===== config.mk =====
export PLATFORM = sky130hd
export DESIGN_NAME = serial_adder
export DESIGN_NICKNAME = d
export VERILOG_FILES = /design/src/rtl/serial_adder.sv
export SDC_FILE = /design/constraint.sdc
export NUM_CORES = 1
export LEC_CHECK = 0
export CAP_MARGIN = 0
export CORE_MARGIN = 5
export CORE_UTILIZATION = 28
export DETAILED_ROUTE_END_ITERATION = 10
export DONT_BUFFER_PORTS = 1
export PLACE_DENSITY = 0.38
export SLEW_MARGIN = 20
export SYNTH_ARGS = -nofsm -noshare
export SYNTH_HDL_FRONTEND = slang
export SYNTH_SLANG_ARGS = --single-unit

===== constraint.sdc =====
create_clock -name clk -period 1.95 [get_ports clk]
set_input_delay 0.39 -clock clk [delete_from_list [all_inputs] [get_ports clk]]
set_output_delay 0.39 -clock clk [all_outputs]
set_load 0.05 [all_outputs]

===== src/rtl/serial_adder.sv =====
// Bit-serial adder/subtractor: one full-adder slice processes one bit per clock, LSB first.
// A start/busy/done handshake frames each WIDTH-bit operation.
module serial_adder #(
   parameter int WIDTH = 8
) (
   input  logic             clk,
   input  logic             rst_n,
   input  logic             start,
   input  logic             Sub,
   input  logic [WIDTH-1:0] A,
   input  logic [WIDTH-1:0] B,
   input  logic             Cin,
   output logic [WIDTH-1:0] S,
   output logic             Cout,
   output logic             V,
   output logic             busy,
   output logic             done
);

   localparam int CW = (WIDTH > 1) ? $clog2(WIDTH) : 1;

   typedef enum logic [1:0] {IDLE, RUN, DONE} state_t;

   state_t           state;
   state_t           state_next;
   logic [WIDTH-1:0] a_sr;
   logic [WIDTH-1:0] b_sr;
   logic [WIDTH-1:0] res_sr;
   logic [WIDTH-1:0] res_next;
   logic [WIDTH-1:0] sum_msb;
   logic             carry;
   logic             carry_next;
   logic             sum_bit;
   logic             last_bit;
   logic [CW-1:0]    cnt;

   assign last_bit = (cnt == CW'(WIDTH - 1));

   always_ff @(posedge clk or negedge rst_n) begin
      if (!rst_n) begin
         state <= IDLE;
      end else begin
         state <= state_next;
      end
   end

   always_comb begin
      state_next = state;
      busy       = 1'b0;
      done       = 1'b0;
      case (state)
         IDLE: begin
            if (start) begin
               state_next = RUN;
            end
         end
         RUN: begin
            busy = 1'b1;
            if (last_bit) begin
               state_next = DONE;
            end
         end
         DONE: begin
            done       = 1'b1;
            state_next = IDLE;
         end
         default: state_next = IDLE;
      endcase
   end

   always_comb begin
      sum_bit             = a_sr[0] ^ b_sr[0] ^ carry;
      carry_next          = (a_sr[0] & b_sr[0]) | (carry & (a_sr[0] ^ b_sr[0]));
      sum_msb             = '0;
      sum_msb[WIDTH-1]    = sum_bit;
      res_next            = (res_sr >> 1) | sum_msb;
   end

   // The last slice writes S/Cout/V directly so they become visible together with done;
   // the carry entering that slice is the MSB carry-in used for overflow.
   always_ff @(posedge clk or negedge rst_n) begin
      if (!rst_n) begin
         a_sr   <= '0;
         b_sr   <= '0;
         res_sr <= '0;
         carry  <= 1'b0;
         cnt    <= '0;
         S      <= '0;
         Cout   <= 1'b0;
         V      <= 1'b0;
      end else begin
         case (state)
            IDLE: begin
               if (start) begin
                  a_sr  <= A;
                  b_sr  <= B ^ {WIDTH{Sub}};
                  carry <= Cin ^ Sub;
                  cnt   <= '0;
               end
            end
            RUN: begin
               a_sr   <= a_sr >> 1;
               b_sr   <= b_sr >> 1;
               res_sr <= res_next;
               carry  <= carry_next;
               if (last_bit) begin
                  S    <= res_next;
                  Cout <= carry_next;
                  V    <= carry ^ carry_next;
               end else begin
                  cnt <= cnt + CW'(1);
               end
            end
            default: ;
         endcase
      end
   end

endmodule

* Yosys cells after proc, flatten, opt, wreduce, memory -nomap -nowiden
Index checks and enable logic that the tools add are counted.
Cells by class: $add $sub $neg 1, equality and inequality tests 6, muxes and demuxes 14, bitwise gates (word level) 9, reduce and logical (&&, ||, !) cells 6
Operators by type and width (count):
- $pmux W8 S2 | 2
- $mux W8 | 2
- $or A7 B8 Y8 | 1
- $xor A8 B8 Y8 | 1
- $mux W3 | 2
- $ne A2 B2 Y1 const B | 3
- $pmux W3 S2 | 1
- $reduce_and A2 Y1 | 3
- $mux W2 | 2
- $pmux W2 S2 | 1
- $xor A1 B1 Y1 | 4
- $add A3 B1 Y3 const B | 1
- $eq A3 B3 Y1 const B | 1
- $mux W1 | 3
- $reduce_and A3 Y1 | 1
- $and A1 B1 Y1 | 2
- $eq A2 B1 Y1 const B | 1
- $eq A2 B2 Y1 const B | 1
- $logic_not A2 Y1 | 1
- $pmux W1 S2 | 1
- $reduce_bool A2 Y1 | 1
- $or A1 B1 Y1 | 1
Word-level totals: bits in registers 40, input port bits 21, output and inout bits 12, logic and storage cells 45

* Longest topological paths before layout
Gate-level depths: netlist of the first run.
depth after elaboration 4, depth in mapped cells 7, gate-level depth less buffers 5

* Worst setup path before layout of the first run
OpenSTA, ideal clock, no wires.
path type register to register, start register cnt[0], end register Cout, library setup time 0.125 ns, data arrival time 1.446 ns, required time 1.825 ns, path slack 0.379 ns, cell stages (with the launch flop) 6, buffers on the path 1, period minus slack after synthesis 1.571 ns, path through dfrtp_1 -> ha_1 -> ha_1 -> nand3b_2 -> buf_2 -> mux2_2
Between the ends: longest elaborated chain between the ends 2
RTL lines:
- start, declared | line 35 | logic [CW-1:0] cnt;
- start signal, assigned | line 111 | cnt <= cnt + CW'(1);
- $eq A3 B3 Y1 | line 37 | assign last_bit = (cnt == CW'(WIDTH - 1));
- $reduce_and A2 Y1 (no line)
- end signal, assigned | line 108 | Cout <= carry_next;
- end, declared | line 14 | output logic Cout,
Every way passes these cells. A chain may end at the register's enable or synchronous reset.

* Worst setup path in the final report of the first run
start register state[0], end output port busy
Between the ends: longest elaborated chain between the ends 2
RTL lines:
- start, declared | line 24 | state_t state;
- start signal, assigned | line 43 | state <= state_next;
- $eq A2 B1 Y1 | line 51 | case (state)
- $mux W1 | line 51
- end, declared | line 16 | output logic busy,
Every way passes these cells.

==> flow_metrics.env, run 1 <==
export IMPL_status="finished, final reports clean"
export IMPL_setup_tns_ns=0
export IMPL_worstHoldPathType="in2reg"
export IMPL_cts_sinks=39
export IMPL_num_rows=29
export IMPL_grt_ovfl_total=0
export IMPL_syn_to_final_growth_pct=8.16
export IMPL_vias_per_cell=4.56
export IMPL_cts_made_buffers=5
export IMPL_reg2reg_from="cnt[0]"
export IMPL_first_global_vias=1229
export IMPL_post_place_cells=231
export IMPL_synthCells=160
export IMPL_r2r_slack_ns=0.31
export IMPL_dieArea_um2=8230
export IMPL_p_sw_share_pct=42.8
export IMPL_vdd_drop_max_mv=0.606
export IMPL_intPower_uw=1910
export IMPL_cts_tree="done"
export IMPL_synth_top_area_cell="dfrtp_1"
export IMPL_post_cts_setup_buffer_count=0
export IMPL_post_cts_resized=0
export IMPL_path_clk_slew_ns=0.08
export IMPL_die_h_um=90.7
export IMPL_setup_ws_ns=0.254
export IMPL_synthTopCellsByCount="39 x dfrtp_1, 39 x nand2_1, 15 x mux2i_1"
export IMPL_maxCapViolations=0
export IMPL_grt_usage_pct=9.33
export IMPL_stdcell_area_um2=1970
export IMPL_critPathMaxFanout=14
export IMPL_io_buffers=0
export IMPL_synth_ff_type="dfrtp_1"
export IMPL_grt_max_degree=40
export IMPL_drt_iter0_drc=16
export IMPL_fin_cells=241
export IMPL_synth_area_um2=1830
export IMPL_synth_seq_area_share_pct=53.5
export IMPL_finalCritPeriodShare_pct=87.0
export IMPL_syn_avg_cell_area_um2=11.4
export IMPL_ant_nets=0
export IMPL_placed_cell_area_um2=1860
export IMPL_final_setup_viol_count=0
export IMPL_synth_top_area_share_pct=53.5
export IMPL_max_slew_margin_pct=68.1
export IMPL_period_needed_ns=1.70
export IMPL_drtPass1Iterations=4
export IMPL_final_hold_viol_count=0
export IMPL_seqPwrFrac_pct=51.6
export IMPL_reg2reg_to="S[1]"
export IMPL_dpl_hpwl_mm=2.43
export IMPL_worst_pin_slew_ns=0.479
export IMPL_cts_max_path_buffers=2
export IMPL_leakage_uw=0.000919
export IMPL_start_kind="flop"
export IMPL_clockPowerShare_pct=16.6
export IMPL_p_per_area_nw_per_um2=1690
export IMPL_antenna_cells=0
export IMPL_nNetsFinal=187
export IMPL_initial_core_util_pct=28.7
export IMPL_wl_per_cell_um=14.3
export IMPL_drc=0
export IMPL_switching_power_uw=1430
export IMPL_ys_seq_elements=39
export IMPL_pwr_share_comb_pct=31.9
export IMPL_synth_fp_nets=184
export IMPL_regArea_um2=976
export IMPL_core_um2=6350
export IMPL_fin_skew_ns=0.00816
export IMPL_yosysWarnings=0
export IMPL_fmax_mhz=589
export IMPL_drt_total_wl_mm=3.44
export IMPL_grt_pass1_wl_mm=6.08
export IMPL_num_vias=1098
export IMPL_hold_path_end="b_sr[7]"
export IMPL_die_w_um=90.7
export IMPL_pre_cts_ws_ns=0.291
export IMPL_synth_edf_count=0
export IMPL_cts_max_level=2
export IMPL_hold_depth=2
export IMPL_synth_area_leaders="dfrtp_1 53%, mux2i_1 8.2%, nand2_1 8.0%"
export IMPL_required_ns=1.56
export IMPL_grt_setup_unrepaired="no"
export IMPL_clk_insertion_delay_late_ns=0.29
export IMPL_cts_root_buf="clkbuf_8"
export IMPL_hp_start="start"
export IMPL_crit_type="reg2out"
export IMPL_drive_gt1_share_pct=15.9
export IMPL_n_fill_cell=635
export IMPL_ctsHoldBuffers=2
export IMPL_cp_arrival_ns=1.31
export IMPL_antenna_found_initial=0
export IMPL_io_pins=33
export IMPL_multi_input_area_um2=742
export IMPL_reg2reg_depth=4
export IMPL_maxSlewViolCount=0
export IMPL_ys_async_sr_fraction_pct=100
export IMPL_gp_congestion=0.695
export IMPL_worst_setup_path_end_kind="output pin"
export IMPL_ys_types=26
-- per-layer routing --
| metal | vias to the layer above | global-route usage (%) | wire [um] |
|---|---|---|---|
| li1 | 537 | - | - |
| met1 | 518 | 12.6 | 1660 |
| met2 | 35 | 12.6 | 1460 |
| met3 | 8 | 3.92 | 254 |
| met4 | 0 | 4.71 | 68 |
| met5 | - | 0 | 0 |
-- power by group through the flow --
| stage | registers, uW | clock network (uW) | logic, uW |
|---|---|---|---|
| after CTS | 1730 | 576 | 1090 |
| after floorplan | 1660 | 0 | 1030 |
| after global placement | 1740 | 0 | 1030 |
| after global routing | 1780 | 603 | 1240 |
| after detailed placement | 1750 | 0 | 1060 |
| final | 1720 | 553 | 1060 |
-- state kept, by name, summed over array words and instances (netlist names) --
register  count
state         2
carry         1
b_sr          8
V             1
res_sr        7
S             8
cnt           3
Cout          1
a_sr          8
-- cell families after synthesis --
group           count (synthesis)  share of synthesized area [%]
xor+xnor                       10                           4.80
compound gates                 26                           8.57
mux                            25                           14.4
simple gates                   45                           10.4
buf+inv                        12                           5.89
fa+ha+maj                       3                           2.47
flops                          39                           53.5
-- layout by cell type, fill, tap and decap left out, types with 2 or more instances in the layout --
master / instances
xor2_1: 9
buf_4: 3
mux2_2: 10
o21ai_1: 5
clkinvlp_4: 2
mux2i_1: 15
clkbuf_8: 5
ha_1: 2
a22o_1: 5
nand2_1: 39
o21ai_0: 13
inv_1: 2
dfrtp_1: 39
nor2_1: 2
-- stage by stage --
| step | utilization [%] | total power [uW] | hold slack (ns) |
|---|---|---|---|
| after CTS | 31.1 | 3400 | 0.249 |
| after detailed placement | 29.2 | 2810 | 0.0960 |
| after floorplan | - | 2690 | 0.0944 |
| final | 31.1 | 3340 | 0.261 |
| after global placement | 29.2 | 2770 | 0.0961 |
| after global routing | 31.1 | 3620 | 0.276 |
-- critical path, cell delays in order (launching register included) --
cell and delay, ns:
dfrtp_1 0.60, nand2b_4 0.20, inv_8 0.21
-- area by class of cell --
class | count | area share, %
Sequential cell | 39 | 49.4
Multi-Input combinational cell | 109 | 37.6
Tap cell | 77 | 4.88
Clock buffer | 5 | 3.49
Timing Repair Buffer | 5 | 2.66
Clock inverter | 3 | 1.01
Inverter | 3 | 0.951
-- worst max path at each step --
stage	startpoint	end	slack (ns)	cells after the start
after floorplan	cnt[0]	Cout	0.38	5
after CTS	state[0]	busy	0.23	2
after global routing	state[0]	busy	0.15	2
after global placement	cnt[0]	S[7]	0.33	4
final	state[0]	busy	0.25	2
after detailed placement	cnt[0]	S[1]	0.29	4
(Power assumes the default switching activity.)
==> run 2, diff against run 1 <==
Settings changed: ABC_AREA set to 1.
==> flow_metrics.env, run 2 <==
export IMPL_drt_total_wl_mm=3.96
export IMPL_maxCapViolations=0
export IMPL_timing_hold_ws_ns=0.274
export IMPL_setup_tns_ns=0
export IMPL_grt_ovfl_total=0
export IMPL_grt_max_degree=40
export IMPL_synth_seq_area_share_pct=52.3
export IMPL_die_h_um=91.7
export IMPL_syn_to_final_growth_pct=11.1
export IMPL_io_buffers=0
export IMPL_yosysMostFrequentCell="nand2_1"
export IMPL_highest_layer="met4"
export IMPL_crit_slowest_cell="dfrtp_1"
export IMPL_period_needed_ns=1.59
export IMPL_gp_congestion=0.705
export IMPL_antenna_found_initial=0
export IMPL_vias_per_cell=4.23
export IMPL_leakage_uw=0.00110
export IMPL_synth_ff_type="dfrtp_1"
export IMPL_cts_tree="done"
export IMPL_reg2reg_from="cnt[0]"
export IMPL_yosysWarnings=0
export IMPL_synth_top_area_share_pct=52.3
export IMPL_num_rows=29
export IMPL_core_um2=6420
export IMPL_io_pins=33
export IMPL_ant_nets=0
export IMPL_endpoint="busy"
export IMPL_initial_core_util_pct=29.1
export IMPL_route_met2_wl_mm=1.71
export IMPL_synthTopCellsByCount="97 x nand2_1, 39 x dfrtp_1, 28 x inv_1"
export IMPL_p_per_area_nw_per_um2=1810
export IMPL_first_global_vias=1337
export IMPL_antenna_cells=0
export IMPL_path_clk_slew_ns=0.07
export IMPL_required_ns=1.56
export IMPL_stdcell_area_um2=2070
export IMPL_syn_avg_cell_area_um2=7.75
export IMPL_reg2reg_depth=6
export IMPL_crit_type="reg2out"
export IMPL_synth_top_area_cell="dfrtp_1"
export IMPL_path_cells="inv_2 > nand2_2 > inv_2 > buf_4"
export IMPL_nNetsFinal=270
export IMPL_synth_area_leaders="dfrtp_1 52%, nand2_1 20%, inv_1 5.6%"
export IMPL_grt_pass1_wl_mm=6.62
export IMPL_final_hold_viol_count=0
export IMPL_mostFrequentLayoutCell="nand2_1"
export IMPL_cp_arrival_ns=1.20
export IMPL_post_cts_setup_buffer_count=0
export IMPL_fin_skew_ns=0.00268
export IMPL_fmax_mhz=630
export IMPL_hold_depth=2
export IMPL_r2r_slack_ns=0.45
export IMPL_top_regs="S x8, a_sr x8, b_sr x8"
export IMPL_dieArea_um2=8400
export IMPL_finalCritPeriodShare_pct=81.4
export IMPL_cts_max_path_buffers=2
export IMPL_ys_async_sr_fraction_pct=100
export IMPL_worstHoldPathType="in2reg"
export IMPL_worst_setup_path_end_kind="output pin"
export IMPL_dpl_hpwl_mm=2.70
export IMPL_grt_setup_unrepaired="no"
export IMPL_critPathMaxFanout=8
export IMPL_start_kind="flop"
export IMPL_crit_path_frequent_cell="inv_2"
export IMPL_wl_met3_um=179
export IMPL_drive_gt1_share_pct=8.10
export IMPL_ys_types=20
export IMPL_drtPass1Iterations=4
export IMPL_cts_sinks=39
export IMPL_synth_fp_nets=265
export IMPL_vdd_drop_max_mv=0.652
export IMPL_placed_cell_area_um2=1940
export IMPL_crit_path_max_incr_delay_ns=0.39
export IMPL_startpoint="state[1]"
export IMPL_ys_seq_elements=39
export IMPL_drt_iter0_drc=72
export IMPL_worst_pin_slew_ns=0.488
export IMPL_cts_made_buffers=5
export IMPL_die_w_um=91.7
export IMPL_reg2reg_to="Cout"
export IMPL_wl_met1_mm=2.02
export IMPL_synth_area_um2=1870
export IMPL_status="finished, final reports clean"
export IMPL_drc=0
export IMPL_cts_root_buf="clkbuf_8"
export IMPL_synth_edf_count=0
export IMPL_final_cell_mix="97 x nand2_1, 39 x dfrtp_1, 28 x inv_1, 23 x nor2_1, 14 x o21ai_1"
export IMPL_maxSlewViolCount=0
export IMPL_grt_usage_pct=10.0
export IMPL_synthCells=241
export IMPL_final_setup_viol_count=0
export IMPL_num_vias=1370
export IMPL_wl_per_cell_um=12.2
export IMPL_max_slew_margin_pct=67.4
export IMPL_cts_max_level=2
export IMPL_clk_insertion_delay_late_ns=0.28
-- run 2: cell count changes after synthesis, moves of 5 or more --
| cell | change |
|---|---|
| xor2_1 | -8 |
| o21ai_1 | +9 |
| o21ai_0 | -5 |
| mux2_2 | -10 |
| inv_1 | +26 |
| nand3_1 | +10 |
| nor2_1 | +21 |
| nand2_1 | +58 |
| mux2i_1 | -15 |
| a22o_1 | -5 |
-- run 2: cell type report --
class	instances	area, um^2
clock buffer	8	100
fill	702	4350
inverter	30	113
multi-input combinational	163	722
sequential	39	976
tap	77	96.3
timing repair buffer	7	67.6
-- run 2: through the flow --
stage	setup WS (ns)	power [uW]	util [%]	cells
2_1_floorplan	0.485	2890	-	241
3_3_place_gp	0.457	3190	30.3	314
3_5_place_dp	0.447	3190	30.3	314
4_1_cts	0.338	3840	32.3	324
5_1_grt	0.272	4150	32.3	324
6_report	0.363	3750	32.3	324
-- run 2: worst max-delay path, delay by kind of cell, from the launching register on --
kind                   cells  cell delay (ns)
AND/OR/NAND/NOR            1             0.14
buffers and inverters      3             0.39
flip-flops                 1             0.39
-- run 2: worst min-delay path by stage --
| stage | startpoint | to |
|---|---|---|
| 4_1_cts | A[7] | a_sr[7] |
| 2_1_floorplan | rst_n | Cout |
| 3_5_place_dp | rst_n | S[5] |
| 5_1_grt | A[7] | a_sr[7] |
| 3_3_place_gp | rst_n | S[5] |
| 6_report | A[7] | a_sr[7] |
-- run 2: timing repair --
item / CTS / global route
hold endpoints to repair: 39 / 0
hold buffers: 2 / 0
gates resized for setup: 0 / 0
-- run 2: logic make-up (layout without fill, tap and decap cells) --
group | Yosys count | count (layout) | share of synthesized area [%]
AOI/OAI and AO/OA | 23 | 23 | 6.37
xor gates and xnor gates | 2 | 2 | 0.939
adders and majority gates | 3 | 3 | 2.41
buffers and inverters | 39 | 45 | 9.05
DFF | 39 | 39 | 52.3
and+or+nand+nor | 135 | 135 | 29.0
-- run 2: where the power goes --
group          internal, uW  switching, uW
registers              1190            521
logic                   518            922
clock network           323            271
-- run 2: layer usage --
| metal | GRT usage, % | vias to the layer above |
|---|---|---|
| li1 | - | 734 |
| met1 | 13.6 | 603 |
| met4 | 3.39 | 0 |
| met5 | 0 | - |
| met2 | 15.2 | 29 |
| met3 | 3.19 | 4 |
